<file path="src/rtl/pzcorebus_if_unbundler.sv">
// pzcorebus_if_unbundler
//
// Splits a bundled multi-channel pzcorebus port into independent per-channel
// request and response ports.
//   - Each request channel carries its command stream through a 2-entry skid
//     buffer. When BUS_CONFIG selects a memory profile, its write-data stream
//     goes through a second, independent skid buffer. Otherwise the write-data
//     path is absent: sdata_accept and mdata_valid are tied to 0.
//   - Each response channel carries the per-channel response back into the
//     bundled sresp array.
//
// Optional feature macro: PZCOREBUS_IF_UNBUNDLER_RESPONSE_SLICE_EN
//   defined   : response paths are registered through a 2-entry skid buffer
//   undefined : response paths are combinational pass-through (0 latency)
//
// BUS_CONFIG[1:0] holds the bus profile:
//   0 = CSR, 1 = MEMORY_H, 2 = MEMORY_L
// COMMAND_WIDTH, WRITE_DATA_WIDTH and RESPONSE_WIDTH give the packed payload
// widths.
//
// Ports
//   i_clk, i_rst_n            clock, asynchronous active-low reset
//   bundled_if_mcmd_*         bundled command input   (valid/accept/payload per channel)
//   bundled_if_mdata_*        bundled write-data input
//   bundled_if_sresp_*        bundled response output
//   request_if_mcmd_*         per-channel command output
//   request_if_mdata_*        per-channel write-data output
//   response_if_sresp_*       per-channel response input

module pzcorebus_if_unbundler_skid #(
  parameter int unsigned WIDTH = 8
) (
  input  logic             i_clk,
  input  logic             i_rst_n,
  input  logic             in_valid,
  output logic             in_accept,
  input  logic [WIDTH-1:0] in_data,
  output logic             out_valid,
  input  logic             out_accept,
  output logic [WIDTH-1:0] out_data
);
  logic [1:0]       count;
  logic [WIDTH-1:0] head;
  logic [WIDTH-1:0] spare;
  logic             push;
  logic             pop;

  // in_accept depends only on count, so it has no combinational path from
  // out_accept.
  assign in_accept = (count != 2'd2);
  assign out_valid = (count != 2'd0);
  assign out_data  = head;
  assign push      = in_valid && in_accept;
  assign pop       = out_valid && out_accept;

  always_ff @(posedge i_clk or negedge i_rst_n) begin
    if (!i_rst_n) begin
      count <= '0;
    end else if (push && !pop) begin
      count <= count + 2'd1;
    end else if (pop && !push) begin
      count <= count - 2'd1;
    end
  end

  // The payload registers are not reset. Their contents do not matter
  // while count is 0.
  always_ff @(posedge i_clk) begin
    if (push && !pop) begin
      if (count == 2'd0) begin
        head <= in_data;
      end else begin
        spare <= in_data;
      end
    end else if (pop && !push) begin
      head <= spare;
    end else if (push && pop) begin
      if (count == 2'd1) begin
        head <= in_data;
      end else begin
        head  <= spare;
        spare <= in_data;
      end
    end
  end
endmodule

module pzcorebus_if_unbundler #(
  parameter logic [31:0] BUS_CONFIG        = '0,
  parameter int unsigned REQUEST_CHANNELS  = 1,
  parameter int unsigned RESPONSE_CHANNELS = 1,
  parameter int unsigned COMMAND_WIDTH     = 32,
  parameter int unsigned WRITE_DATA_WIDTH  = 40,
  parameter int unsigned RESPONSE_WIDTH    = 40
) (
  input  logic                                                i_clk,
  input  logic                                                i_rst_n,
  input  logic [REQUEST_CHANNELS-1:0]                         bundled_if_mcmd_valid,
  output logic [REQUEST_CHANNELS-1:0]                         bundled_if_scmd_accept,
  input  logic [REQUEST_CHANNELS-1:0][COMMAND_WIDTH-1:0]      bundled_if_mcmd,
  input  logic [REQUEST_CHANNELS-1:0]                         bundled_if_mdata_valid,
  output logic [REQUEST_CHANNELS-1:0]                         bundled_if_sdata_accept,
  input  logic [REQUEST_CHANNELS-1:0][WRITE_DATA_WIDTH-1:0]   bundled_if_mdata,
  output logic [RESPONSE_CHANNELS-1:0]                        bundled_if_sresp_valid,
  input  logic [RESPONSE_CHANNELS-1:0]                        bundled_if_mresp_accept,
  output logic [RESPONSE_CHANNELS-1:0][RESPONSE_WIDTH-1:0]    bundled_if_sresp,
  output logic [REQUEST_CHANNELS-1:0]                         request_if_mcmd_valid,
  input  logic [REQUEST_CHANNELS-1:0]                         request_if_scmd_accept,
  output logic [REQUEST_CHANNELS-1:0][COMMAND_WIDTH-1:0]      request_if_mcmd,
  output logic [REQUEST_CHANNELS-1:0]                         request_if_mdata_valid,
  input  logic [REQUEST_CHANNELS-1:0]                         request_if_sdata_accept,
  output logic [REQUEST_CHANNELS-1:0][WRITE_DATA_WIDTH-1:0]   request_if_mdata,
  input  logic [RESPONSE_CHANNELS-1:0]                        response_if_sresp_valid,
  output logic [RESPONSE_CHANNELS-1:0]                        response_if_mresp_accept,
  input  logic [RESPONSE_CHANNELS-1:0][RESPONSE_WIDTH-1:0]    response_if_sresp
);
  function automatic bit is_memory_profile(logic [31:0] config_value);
    return (config_value[1:0] == 2'd1) || (config_value[1:0] == 2'd2);
  endfunction

  localparam bit MEMORY_PROFILE = is_memory_profile(BUS_CONFIG);

  for (genvar i = 0; i < REQUEST_CHANNELS; i++) begin : g_request
    pzcorebus_if_unbundler_skid #(
      .WIDTH (COMMAND_WIDTH)
    ) u_mcmd (
      .i_clk      (i_clk),
      .i_rst_n    (i_rst_n),
      .in_valid   (bundled_if_mcmd_valid[i]),
      .in_accept  (bundled_if_scmd_accept[i]),
      .in_data    (bundled_if_mcmd[i]),
      .out_valid  (request_if_mcmd_valid[i]),
      .out_accept (request_if_scmd_accept[i]),
      .out_data   (request_if_mcmd[i])
    );

    if (MEMORY_PROFILE) begin : g_mdata
      pzcorebus_if_unbundler_skid #(
        .WIDTH (WRITE_DATA_WIDTH)
      ) u_mdata (
        .i_clk      (i_clk),
        .i_rst_n    (i_rst_n),
        .in_valid   (bundled_if_mdata_valid[i]),
        .in_accept  (bundled_if_sdata_accept[i]),
        .in_data    (bundled_if_mdata[i]),
        .out_valid  (request_if_mdata_valid[i]),
        .out_accept (request_if_sdata_accept[i]),
        .out_data   (request_if_mdata[i])
      );
    end else begin : g_no_mdata
      logic unused_mdata;
      assign bundled_if_sdata_accept[i] = 1'b0;
      assign request_if_mdata_valid[i]  = 1'b0;
      assign request_if_mdata[i]        = '0;
      assign unused_mdata = ^{bundled_if_mdata_valid[i], bundled_if_mdata[i],
                              request_if_sdata_accept[i]};
    end
  end

  for (genvar j = 0; j < RESPONSE_CHANNELS; j++) begin : g_response
`ifdef PZCOREBUS_IF_UNBUNDLER_RESPONSE_SLICE_EN
    pzcorebus_if_unbundler_skid #(
      .WIDTH (RESPONSE_WIDTH)
    ) u_sresp (
      .i_clk      (i_clk),
      .i_rst_n    (i_rst_n),
      .in_valid   (response_if_sresp_valid[j]),
      .in_accept  (response_if_mresp_accept[j]),
      .in_data    (response_if_sresp[j]),
      .out_valid  (bundled_if_sresp_valid[j]),
      .out_accept (bundled_if_mresp_accept[j]),
      .out_data   (bundled_if_sresp[j])
    );
`else
    assign bundled_if_sresp_valid[j]   = response_if_sresp_valid[j];
    assign response_if_mresp_accept[j] = bundled_if_mresp_accept[j];
    assign bundled_if_sresp[j]         = response_if_sresp[j];
`endif
  end
endmodule

</file>
<file path="config.mk">
export PLATFORM = sky130hd
export DESIGN_NAME = pzcorebus_if_unbundler
export DESIGN_NICKNAME = d
export VERILOG_FILES = /design/src/rtl/pzcorebus_if_unbundler.sv
export SDC_FILE = /design/constraint.sdc
export NUM_CORES = 1
export LEC_CHECK = 0
export CORE_MARGIN = 2
export CORE_UTILIZATION = 34
export DETAILED_ROUTE_END_ITERATION = 10
export PLACE_DENSITY = 0.8
export SKIP_LAST_GASP = 1
export SLEW_MARGIN = 25
export SYNTH_ARGS = -nofsm -noshare
export SYNTH_HDL_FRONTEND = slang
export SYNTH_SLANG_ARGS = --single-unit
</file>
<file path="constraint.sdc">
create_clock -name i_clk -period 3.95 [get_ports i_clk]
set_clock_uncertainty 0.1 [all_clocks]
set_input_delay 0.79 -clock i_clk [delete_from_list [all_inputs] [get_ports i_clk]]
set_output_delay 0.79 -clock i_clk [all_outputs]
set_load 0.005 [all_outputs]
</file>
==> impl_metrics.json, run 1 <==
{
  "slowest_delay_ns": 0.46,
  "routed_via_density": 4.16,
  "htreeDepth": 3,
  "cts_tree": "done",
  "final.setup.tns_ns": 0,
  "status": "completed",
  "hold_path_class": "reg2reg",
  "grt_max_degree": 33,
  "fp.dieH_um": 101,
  "fmax_mhz": 374,
  "yosysSeqAreaShare_pct": 61.5,
  "rsz0062_at_grt": "false",
  "synthDominantCellAreaShare_pct": 59.9,
  "ant_nets": 0,
  "final_common_cell": "clkdlybuf4s50_1",
  "maxSlewViolCount": 0,
  "fin_nets": 380,
  "synth_cells": 214,
  "syn2layout_area_growth_pct": 18.6,
  "finish.utilization_pct": 41.4,
  "ys_top_cells_by_area": "edfxtp_1 (60%), buf_4 (20%), mux2_2 (11%), ha_1 (3.1%), dfrtp_1 (1.6%)",
  "synth_top_area_cell": "edfxtp_1",
  "hold_viol": 0,
  "cts_root_buf": "clkbuf_8",
  "cts_hold_buf": 0,
  "crit_required_ns": 3.94,
  "finalSetupViolations": 0,
  "wl_per_cell_um": 15.1,
  "crit_fanout": 32,
  "path_class": "in2reg",
  "nFillCells": 840,
  "clk_latency_ns": 0.33,
  "slew_headroom_pct": 46.4,
  "grtUsageTotal_pct": 10.6,
  "yosysUniqueCellTypes": 18,
  "cp_top_family": "buffers and inverters",
  "p_leak_nw": 1.42,
  "first_iter_violations": 51,
  "firstDrtPassIters": 4,
  "synth_edf_count": 64,
  "crit_path_frequent_cell": "inv_1",
  "yosys_most_used_dff": "edfxtp_1",
  "wl_mm": 5.57,
  "fin_crit_sh_pct": 67.7,
  "critPathBufInv": 4,
  "synth_warnings": 0,
  "drive_gt1_share_pct": 20.6,
  "cp.arrival_ns": 2.66,
  "worst_ir_drop_vdd_v": 0.000206,
  "multi_input_comb_area_sq_um": 718,
  "place_hpwl_mm": 4.17,
  "die_w_um": 101,
  "drc": 0,
  "gp_congestion": 0.676,
  "synth_seq_cells": 66,
  "cts_max_path_buffers": 2,
  "post_cts_buffers": 0,
  "start_kind": "primary input",
  "grt_pass1_vias": 1498,
  "crit_chain": "clkdlybuf4s50_1 -> nand2_1 -> inv_1 -> ha_1 -> inv_1 -> a21oi_4 -> buf_4 -> mux2_2",
  "min_period_ns": 2.67,
  "core_sq_um": 9200,
  "synth_area_sq_um": 3210,
  "grt_overflow": 0,
  "fin_hold_ws_ns": 0.423,
  "port_buffers": 69,
  "fp-row-count": 35,
  "ys_async_sr_fraction_pct": 3.03,
  "antenna_found_initial": 0,
  "die_area_sq_um": 10200,
  "clkTransAtPathRegs_ns": 0.08,
  "cts_resized": 0,
  "tightest_slew_ns": 0.801,
  "vias": 1531,
  "io_pins": 238,
  "cts_buffers": 9,
  "maxCapViolations": 0,
  "antenna_cells": 0,
  "cts_sinks": 66,
  "seqCellArea_sq_um": 1970,
  "avgSynthCellArea_sq_um": 15.0,
  "end_kind": "flop",
  "start_util_pct": 34.9,
  "final_cell_mix": "clkdlybuf4s50_1 (69), edfxtp_1 (64), conb_1 (42), mux2_2 (30), clkbuf_8 (9)",
  "powerDensity_nw_per_um2": 743,
  "cpMaxStageDelayCell": "clkdlybuf4s50_1",
  "grt_first_pass_wirelength_mm": 8.02
}
==> area by class of cell <==
type                       instances  area share (%)
tap                              111            3.65
multi-input combinational         94            18.9
timing repair buffer              73            18.9
clock buffer                       9            3.26
sequential                        66            51.8
clock inverter                     7            2.66
inverter                           8           0.789
==> per-layer routing <==
layer | up-vias | share of wire (%) | track usage, %
li1 | 696 | - | -
met3 | 23 | 12 | 5.18
met5 | - | 0 | 0
met1 | 700 | 37 | 11.2
met4 | 0 | 3.3 | 5.30
met2 | 112 | 48 | 17.6
==> worst register-to-register path, cell delays in order, from the launching register on <==
cell and delay, ns:
dfrtp_1 0.39, inv_1 0.08, ha_1 0.19, inv_1 0.14
nand2_1 0.17, inv_1 0.14, ha_1 0.15, inv_1 0.06
a21oi_4 0.13, buf_4 0.38, mux2_2 0.42
==> final timing paths <==
kind	depth (start not counted)	endpoint	start	slack, ns
min reg2reg	2	g_request[0].u_mcmd.count[1]$_DFFE_PN0P_	g_request[0].u_mcmd.count[1]$_DFFE_PN0P_	0.42
max in group asynchronous	1	g_request[0].u_mcmd.count[0]$_DFFE_PN0P_	i_rst_n	3.09
min	2	g_request[0].u_mcmd.count[1]$_DFFE_PN0P_	g_request[0].u_mcmd.count[1]$_DFFE_PN0P_	0.42
max	8	g_request[0].u_mcmd.out_data[31]$_DFFE_PP_	request_if_scmd_accept	1.28
max reg2reg	10	g_request[0].u_mcmd.out_data[31]$_DFFE_PP_	g_request[0].u_mcmd.count[0]$_DFFE_PN0P_	1.35
min in group asynchronous	1	g_request[0].u_mcmd.count[1]$_DFFE_PN0P_	i_rst_n	0.53
==> registers in the layout, indices dropped and copies added, names as in the netlist <==
| register | count |
|---|---|
| g_request.u_mcmd.count | 2 |
| g_request.u_mcmd.out_data | 32 |
| g_request.u_mcmd.spare | 32 |
==> power by group <==
group / switching, mW / internal (mW)
Sequential: 0.0712 / 1.15
Combinational: 0.435 / 0.543
Clock: 0.271 / 0.359
==> through the flow <==
stage | instance area [sq um] | worst slack, ns | power, mW | cells
after floorplan | 3360 | 0.213 | 1.81 | 255
after global placement | 3580 | 0.938 | 2.19 | 352
after detailed placement | 3580 | 0.898 | 2.24 | 352
after CTS | 3800 | 1.26 | 2.87 | 368
after global routing | 3800 | 1.11 | 3.00 | 368
final | 3800 | 1.28 | 2.83 | 368
==> synth_stat cells, drive strengths merged (2+ instances only) <==
master and count:
dfrtp 2, a21oi 2, buf 87, mux2 32
inv 8, nand2 3, o21ai 2, ha 8
edfxtp 64
==> cells by family (layout without fill, tap and decap cells) <==
family,Yosys count,in the layout,synth area share (%)
buffers and inverters,95,97,21.6
muxes,32,32,11.2
adders and majority gates,8,8,3.12
and+or+nand+nor,4,4,0.468
xor gates and xnor gates,1,1,0.273
AOI/OAI and AO/OA,7,7,1.68
DFF,66,66,61.5
other,1,42,0.117
No activity file was read; power rests on OpenSTA's default activity.
==> inputs of run 2 (changes only) <==
CORE_UTILIZATION = 31   (was 34)
PLACE_DENSITY = 0.77   (was 0.8)
clock period = 2.2 ns   (was 3.95 ns; I/O delays follow)
==> run 2 against run 1 <==
Worst setup slack worse by 1.2 ns. Clock power rose by 59%. Hold slack worse by 0.26 ns. Sequential share of layout area down 4.2 points. Total power rose by 99%.
==> impl_metrics.json, run 2 (synthesis gave the netlist of run 1 again) <==
{
  "ant_nets": 0,
  "fp-row-count": 37,
  "cp.arrival_ns": 2.12,
  "cts_tree": "done",
  "cts_root_buf": "clkbuf_8",
  "fin_nets": 399,
  "syn2layout_area_growth_pct": 29.0,
  "io_pins": 238,
  "min_period_ns": 2.14,
  "wl_per_cell_um": 14.3,
  "crit_required_ns": 2.17,
  "first_iter_violations": 61,
  "finish.utilization_pct": 40.6,
  "start_util_pct": 31.5,
  "fp.dieH_um": 106,
  "final.setup.tns_ns": 0,
  "vias": 1639,
  "path_class": "reg2reg",
  "wl_mm": 5.89,
  "die_area_sq_um": 11200,
  "cts_buffers": 9,
  "hold_path_class": "in2async",
  "cts_max_path_buffers": 2,
  "antenna_cells": 0,
  "grtUsageTotal_pct": 10.0,
  "fmax_mhz": 466,
  "power_mw": 5.62,
  "cts_sinks": 66,
  "crit_chain": "inv_1 -> ha_1 -> inv_2 -> nand2_4 -> inv_2 -> ha_4 -> a21oi_4 -> buf_12 -> buf_12 -> mux2_2",
  "clk_latency_ns": 0.33,
  "port_buffers": 69,
  "core_sq_um": 10200,
  "dpl-instance-area_sq_um": 3790,
  "finalSetupViolations": 0,
  "maxSlewViolCount": 0,
  "worst_ir_drop_vdd_v": 0.000412,
  "start_kind": "flop",
  "status": "completed",
  "dp.cells": 388,
  "instances_no_fill": 412,
  "grt_pass1_vias": 1602,
  "crit_fanout": 10,
  "gp_congestion": 0.696,
  "fin_hold_ws_ns": 0.159,
  "end_kind": "flop",
  "die_w_um": 106,
  "cp_top_family": "buffers and inverters",
  "critPathBufInv": 5,
  "drive_gt1_share_pct": 30.4,
  "grt_overflow": 0,
  "htreeDepth": 3,
  "grt_max_degree": 30,
  "final_cell_mix": "clkdlybuf4s50_1 (67), edfxtp_1 (64), conb_1 (42), mux2_2 (30), buf_4 (13)",
  "fin_crit_sh_pct": 97.5,
  "maxCapViolations": 0,
  "antenna_found_initial": 0,
  "dp_slack_ns": -0.281,
  "grt_first_pass_wirelength_mm": 8.31,
  "cpMaxStageDelayCell": "dfrtp_1",
  "place_hpwl_mm": 4.02,
  "routed_via_density": 3.98,
  "powerDensity_nw_per_um2": 1360,
  "hold_viol": 0,
  "drc": 0,
  "slowest_delay_ns": 0.39,
  "firstDrtPassIters": 4,
  "rsz0062_at_grt": "true",
  "design_area_sq_um": 4140,
  "p_leak_nw": 1.57,
  "final_common_cell": "clkdlybuf4s50_1",
  "setup_ws_ns": 0.0556,
  "clkTransAtPathRegs_ns": 0.07
}
-- run 2: repair_timing --
action / CTS / global route
buffers inserted: 1 / 3
endpoints found under the setup margin: 7 / 53
pin swaps: 0 / 1
hold endpoints to repair: 0 / 0
resized for setup: 1 / 3
hold buffers: 0 / 0
cloned: 0 / 4
-- run 2: power by group --
group          switching (mW)  internal, mW
Sequential              0.121          2.06
Combinational           0.976          1.46
Clock                   0.474         0.531
-- run 2: path summary, 6_finish.rpt --
kind                                                     startpoint                                          to  slack [ns]  depth (start not counted)
setup / recovery           g_request[0].u_mcmd.count[0]$_DFFE_PN0P_  g_request[0].u_mcmd.out_data[24]$_DFFE_PP_        0.06                         10
hold / removal                                              i_rst_n    g_request[0].u_mcmd.count[0]$_DFFE_PN0P_        0.16                          1
setup reg to reg           g_request[0].u_mcmd.count[0]$_DFFE_PN0P_  g_request[0].u_mcmd.out_data[24]$_DFFE_PP_        0.06                         10
hold reg to reg              g_request[0].u_mcmd.spare[5]$_DFFE_PP_   g_request[0].u_mcmd.out_data[5]$_DFFE_PP_        0.44                          1
max in group asynchronous                                   i_rst_n    g_request[0].u_mcmd.count[1]$_DFFE_PN0P_        1.72                          1
min in group i_clk           g_request[0].u_mcmd.spare[5]$_DFFE_PP_   g_request[0].u_mcmd.out_data[5]$_DFFE_PP_        0.44                          1
-- run 2: final cells by class --
| cell class | instances | area (sq um) |
|---|---|---|
| clock buffer | 9 | 124 |
| timing repair buffer | 92 | 996 |
| inverter | 8 | 32.5 |
| sequential | 66 | 1970 |
| clock inverter | 7 | 75.1 |
| tap | 136 | 170 |
| multi-input combinational | 94 | 768 |
| fill | 961 | 6050 |
-- run 2: worst register-to-register path: cells and delay by family, from the launching register on --
family	cells	cell delay, ns
and+or+nand+nor	1	0.08
AOI/OAI and AO/OA	1	0.14
DFF	1	0.39
buffers and inverters	5	0.50
muxes	1	0.34
adders and majority gates	2	0.34
-- run 2: layer usage --
layer | vias up | global-route usage, % | routed length (um) | part of all wire (%)
li1 | 737 | - | - | -
met1 | 773 | 9.88 | 2160 | 37
met2 | 110 | 17.3 | 2960 | 50
met3 | 19 | 5.13 | 657 | 11
met4 | 0 | 4.79 | 121 | 2.1
met5 | - | 0 | 0 | 0
==> RTL edit 1: new RTL, config.mk and constraints of run 2 <==
Reset style: synchronous (`i_rst_n`), changed in one clocked block. Comments in the files are not updated.
--- a/src/rtl/pzcorebus_if_unbundler.sv
+++ b/src/rtl/pzcorebus_if_unbundler.sv
@@ -53,7 +53,7 @@
   assign push      = in_valid && in_accept;
   assign pop       = out_valid && out_accept;
 
-  always_ff @(posedge i_clk or negedge i_rst_n) begin
+  always_ff @(posedge i_clk) begin
     if (!i_rst_n) begin
       count <= '0;
     end else if (push && !pop) begin
Behaviour: differs if i_rst_n is asserted again (counterexample within 4 cycles, from zero or initial values and one cycle with i_rst_n low); with i_rst_n held inactive, the same outputs for 4 cycles.
==> RTL edit 1 against run 2 <==
  * Cell count fell by 0.73%
  * Total power is 6.4% lower
  * Worst setup slack improved by 0.022 ns
  * Clock power is 14% lower
  * First-iteration DRC count increased by 9.8%
  * Routed wire length rose by 5.3%
  * Area after synthesis barely moved
  * Sequential cell count is the same
  * Final area fell by 3.1%
  * Fmax grew 1.0%
  * Worst hold slack better by 0.28 ns
  * Synthesized cell count increased by 0.93%
  * Largest power group unchanged
==> RTL edit 1: results (changes against run 2) <==
Global routing
  • Met3 usage: 0.0439 (was 0.0513)
  • Gr ovfl total: 0 (unchanged)
  • GR Util All Layers: 0.102 (was 0.100)
  • Met2 Use GR: 0.177 (was 0.173)
  • First-pass GRT wire length: 8550 um (was 8310 um)
  • Vias in the first global route: 1570 (was 1602)
  • Met1 usage: 0.102 (was 0.0988)
  • Largest net degree at the start of global routing: 33 (was 30)
  • Initial antenna violation count: 0 (unchanged)

Critical path
  • R2r worst-path depth: 11 (was 10)
  • CP Capture Point: g_request[0].u_mcmd.out_data[30] (was g_request[0].u_mcmd.out_data[24])
  • CP max-delay cell: dfxtp_2 (was dfrtp_1)
  • CP Data Arrival Time: 2.10 ns (was 2.12 ns)
  • Crit path from: g_request[0].u_mcmd.count[1] (was g_request[0].u_mcmd.count[0])
  • CP max stage delay: 0.34 ns (was 0.39 ns)
  • CP max FO: 8 (was 10)
  • R2R Setup Slk: 0.08 ns (was 0.06 ns)

Worst hold path
  • Worst hold stages: 1
  • Hold WC Path Type: reg -> reg (was in -> async)
  • Hold Path End: g_request[0].u_mcmd.out_data[4]

Logic synthesis
  • Sequential-to-total area share from yosys stat: 0.611 (was 0.615)
  • Ys async rst share: 0 (was 0.0303)
  • Netlist cell types: 19 (was 18)
  • Largest cells by area after synthesis: edfxtp_1 (60%), buf_4 (20%), mux2_2 (11%), ha_1 (3.1%), dfxtp_1 (1.2%) (was edfxtp_1 (60%), buf_4 (20%), mux2_2 (11%), ha_1 (3.1%), dfrtp_1 (1.6%))
  • Top post-synthesis cells by count: buf_4 (84), edfxtp_1 (64), mux2_2 (30) (unchanged)
  • Yosys warns: 0 (unchanged)
  • Ys flop type: edfxtp_1 (unchanged)
  • Gate count after technology mapping: 216 (was 214)

Finish
  • Nets: 396 (was 399)
  • Post-route insts no fill: 409 (was 412)
  • Fillers: 927 (was 961)
  • Layout cells sized above 1: 0.275 (was 0.304)

Routing
  • WL met1: 2160 um (about the same)
  • Drt pass-1 iters: 5 (was 4)
  • Drt wl/cell: 15.2 um (was 14.3 um)
  • Max layer used: met4 (unchanged)
  • Met2 WL: 3190 um (was 2960 um)
  • Met3 Routed Length: 691 um (was 657 um)
  • 1st-iter DRT viols: 67 (was 61)
  • Via/cell ratio: 3.97 (was 3.98)

Pwr
  • Leak: 1.51 nW (was 1.57 nW)
  • NetSw: 0.00151 W (was 0.00157 W)
  • P_comb: 0.00224 W (was 0.00243 W)
  • VDD IR max: 0.464 mV (was 0.412 mV)

Placed design
  • HPWL Detailed: 4270 um (was 4020 um)
  • Final RePlAce weighted congestion: 0.759 (was 0.696)

CTS
  • Post-CTS Setup Bufs: 1 (unchanged)
  • Clk pin slew, worst setup/hold paths: 0.07 ns (about the same)
  • Level count of the clock H-tree: 3 (unchanged)
  • Total CTS buffers: 9 (unchanged)

Run status
  • Status: finished clean (unchanged)

STA
  • Fin. Hold Viols: 0 (unchanged)

Run
  • Max Cap Viol: 0 (unchanged)
==> RTL edit 1: metrics by stage <==
| stage | hold slack, ns | worst slack (ns) | instance area (um2) | util | total power [W] |
|---|---|---|---|---|---|
| 6_report | 0.442 | 0.0774 | 4010 | 0.394 | 0.00526 |
| 5_1_grt | 0.454 | -0.000636 | 4010 | 0.394 | 0.00555 |
| 2_1_floorplan | 0.368 | 0.0143 | 3410 | - | 0.00327 |
| 4_1_cts | 0.445 | 0.00350 | 3930 | 0.386 | 0.00511 |
| 3_5_place_dp | 0.402 | -0.251 | 3750 | 0.368 | 0.00422 |
| 3_3_place_gp | 0.379 | -0.194 | 3750 | 0.368 | 0.00415 |
==> RTL edit 1: logic make-up (layout without fill, tap and decap cells) <==
| logic type | after synthesis | after routing | share of synthesized area |
|---|---|---|---|
| and+or+nand+nor | 6 | 6 | 0.00780 |
| other | 1 | 42 | 0.00117 |
| xor gates and xnor gates | 1 | 1 | 0.00273 |
| AOI/OAI and AO/OA | 7 | 7 | 0.0172 |
| buffers and inverters | 95 | 111 | 0.216 |
| DFF | 66 | 66 | 0.611 |
| muxes | 32 | 32 | 0.112 |
| adders and majority gates | 8 | 8 | 0.0312 |
==> RTL edit 1: final cells by class <==
class	instances	area share
Timing Repair Buffer	87	0.229
Tap cell	136	0.0424
Inverter	8	0.00749
Sequential cell	66	0.490
Clock buffer	10	0.0318
Multi-Input combinational cell	96	0.189
Clock inverter	6	0.0106
==> RTL edit 1: worst max-delay path: cells and delay by family, from the launching register on <==
| family | cells | cell delay (ns) |
|---|---|---|
| AO/OA/AOI/OAI | 1 | 0.14 |
| adder cells (fa/ha/maj) | 2 | 0.33 |
| multiplexers | 1 | 0.33 |
| flip-flops | 1 | 0.34 |
| AND/OR/NAND/NOR | 1 | 0.07 |
| buffers and inverters | 6 | 0.56 |
==> RTL edit 2: new RTL, config.mk and constraints of run 2 <==
Made on the original files. Add a define of `PZCOREBUS_IF_UNBUNDLER_RESPONSE_SLICE_EN`.
--- a/src/rtl/pzcorebus_if_unbundler.sv
+++ b/src/rtl/pzcorebus_if_unbundler.sv
@@ -26,6 +26,8 @@
 //   request_if_mcmd_*         per-channel command output
 //   request_if_mdata_*        per-channel write-data output
 //   response_if_sresp_*       per-channel response input
+
+`define PZCOREBUS_IF_UNBUNDLER_RESPONSE_SLICE_EN
 
 module pzcorebus_if_unbundler_skid #(
   parameter int unsigned WIDTH = 8
Formal check against the unedited RTL: not equivalent (a bounded check fails within 4 cycles, from zero or initial values and one cycle with i_rst_n low).
==> RTL edit 2 against run 2 <==
  * The flow now finishes with violations (setup timing)
  * Sequential share of layout area grew 0.089 points
  * Routed wire length up 140%
  * Global-route usage grew 2.3 points
  * Die area up 84%
  * Sequential cell count grew 82
  * Final area rose by 120%
  * Worst setup slack got worse by 0.094 ns
  * Area after synthesis rose by 88%
  * Total power rose by 140%
  * Critical endpoint is now g_request[0].u_mcmd.out_data[30]
  * Highest routed layer unchanged
==> RTL edit 2: results (changes against run 2) <==
Run status
  • Status: complete, but fails checks (was finished clean)
  • Failing checks: setup timing

STA
  • Fin Hold WS: 0.140 ns (was 0.159 ns)
  • Final setup viols: 28 (was 0)
  • Fin worst setup slack: -0.0389 ns (was 0.0556 ns)

Placed design
  • Final RePlAce weighted congestion: 0.747 (was 0.696)
  • DP Worst Slack: -0.284 ns (was -0.281 ns)
  • I/O Buffers: 153 (was 69)
  • Area after DPL: 0.00807 mm2 (was 0.00379 mm2)
  • HPWL Detailed: 8030 um (was 4020 um)

Logic synthesis
  • Netlist cell types: 21 (was 18)
  • Gate count after technology mapping: 325 (was 214)
  • Sequential-to-total area share from yosys stat: 0.732 (was 0.615)
  • Post-synth EDFFs: 144 (was 64)
  • Largest cells by area after synthesis: edfxtp_1 (72%), mux2_2 (12%), buf_4 (5.2%), ha_1 (3.1%), dfrtp_1 (1.7%) (was edfxtp_1 (60%), buf_4 (20%), mux2_2 (11%), ha_1 (3.1%), dfrtp_1 (1.6%))
  • Ys async rst share: 0.0270 (was 0.0303)

Finish
  • Layout cells sized above 1: 0.342 (was 0.304)
  • Fillers: 1618 (was 961)
  • Post-route insts no fill: 824 (was 412)

Critical path
  • CP Data Arrival Time: 2.30 ns (was 2.12 ns)
  • Worst R2R End: g_request[0].u_mcmd.out_data[30] (was g_request[0].u_mcmd.out_data[24])
  • R2r worst-path depth: 12 (was 10)

Global routing
  • GR Util All Layers: 0.123 (was 0.100)
  • Largest net degree at the start of global routing: 41 (was 30)
  • First-pass GRT wire length: 19000 um (was 8310 um)

Routing
  • Routed WL: 14200 um (was 5890 um)
  • Via/cell ratio: 4.24 (was 3.98)
  • Drt pass-1 iters: 5 (was 4)
  • 1st-iter DRT viols: 87 (was 61)

CTS
  • Level count of the clock H-tree: 4 (was 3)
  • Clk root buf: clkbuf_16 (was clkbuf_8)
  • Total CTS buffers: 17 (was 9)

Pwr
  • VDD IR max: 0.621 mV (was 0.412 mV)
  • Leak: 3.46 nW (was 1.57 nW)
RTL edit 2: area by class of cell:
| class | instances | area share |
|---|---|---|
| clock buffers | 18 | 0.0463 |
| clock inverters | 12 | 0.00729 |
| inverters | 15 | 0.00743 |
| multi-input cells | 154 | 0.175 |
| flip-flops and latches | 148 | 0.477 |
| well taps | 265 | 0.0358 |
| repair buffers | 212 | 0.250 |
RTL edit 2: what timing repair did:
action                                  4_1_cts  5_1_grt
hold buffers                                  0        0
gates cloned                                  2       13
resized for setup                            23       34
setup buffers                                15        8
pin swaps                                     0        4
endpoints found under the setup margin       72      145
RTL edit 2: how the worst max path moves through the flow:
stage | startpoint | endpoint | slack [ns] | cells after the start
detailed placement | request_if_scmd_accept | g_request[0].u_mcmd.out_data[30] | -0.28 | 8
finish | g_request[0].u_mcmd.count[1] | g_request[0].u_mcmd.out_data[30] | -0.04 | 12
floorplan | g_request[0].u_mcmd.count[0] | g_request[0].u_mcmd.out_data[0] | -0.56 | 5
global route | g_request[0].u_mcmd.count[1] | g_request[0].u_mcmd.out_data[1] | -0.12 | 12
global placement | request_if_scmd_accept | g_request[0].u_mcmd.out_data[1] | -0.23 | 8
CTS | g_response[0].u_sresp.count[1] | response_if_mresp_accept | -0.07 | 4
RTL edit 2: logic make-up (layout without fill, tap and decap cells):
logic type / after synthesis / count (layout) / synth area share
flops: 148 / 148 / 0.732
mux: 72 / 72 / 0.134
buf+inv: 64 / 257 / 0.0746
fa+ha+maj: 15 / 15 / 0.0311
compound gates: 12 / 12 / 0.0159
simple gates: 11 / 11 / 0.00828
xor+xnor: 2 / 2 / 0.00290
other cells: 1 / 42 / 0.000621
RTL edit 2: stage by stage:
stage / TNS [ns] / util
after global routing: -4.23 / 0.481
after global placement: -22.74 / 0.419
after detailed placement: -32.05 / 0.419
after floorplan: -42.31 / -
final: -0.516 / 0.481
after CTS: -1.77 / 0.459
RTL edit 2: metal layers:
metal / track usage / share of wire / vias up
met4: 0.0423 / 0.010 / 0
met1: 0.129 / 0.38 / 1749
met5: 0 / 0 / -
met3: 0.0513 / 0.083 / 12
met2: 0.222 / 0.53 / 150
li1: - / - / 1579
RTL edit 2: worst max-delay path: cells and delay by family (launching register included):
kind,cells,cell delay [ns]
buf+inv,7,0.61
simple gates,1,0.07
mux,1,0.34
fa+ha+maj,2,0.29
compound gates,1,0.17
flops,1,0.39
RTL edit 2: power by group through the flow:
stage | registers, W | logic (W) | clock network, W
6_report | 0.00491 | 0.00599 | 0.00249
2_1_floorplan | 0.00502 | 0.00218 | 0
4_1_cts | 0.00491 | 0.00511 | 0.00256
3_3_place_gp | 0.00492 | 0.00434 | 0
5_1_grt | 0.00502 | 0.00640 | 0.00268
3_5_place_dp | 0.00497 | 0.00448 | 0
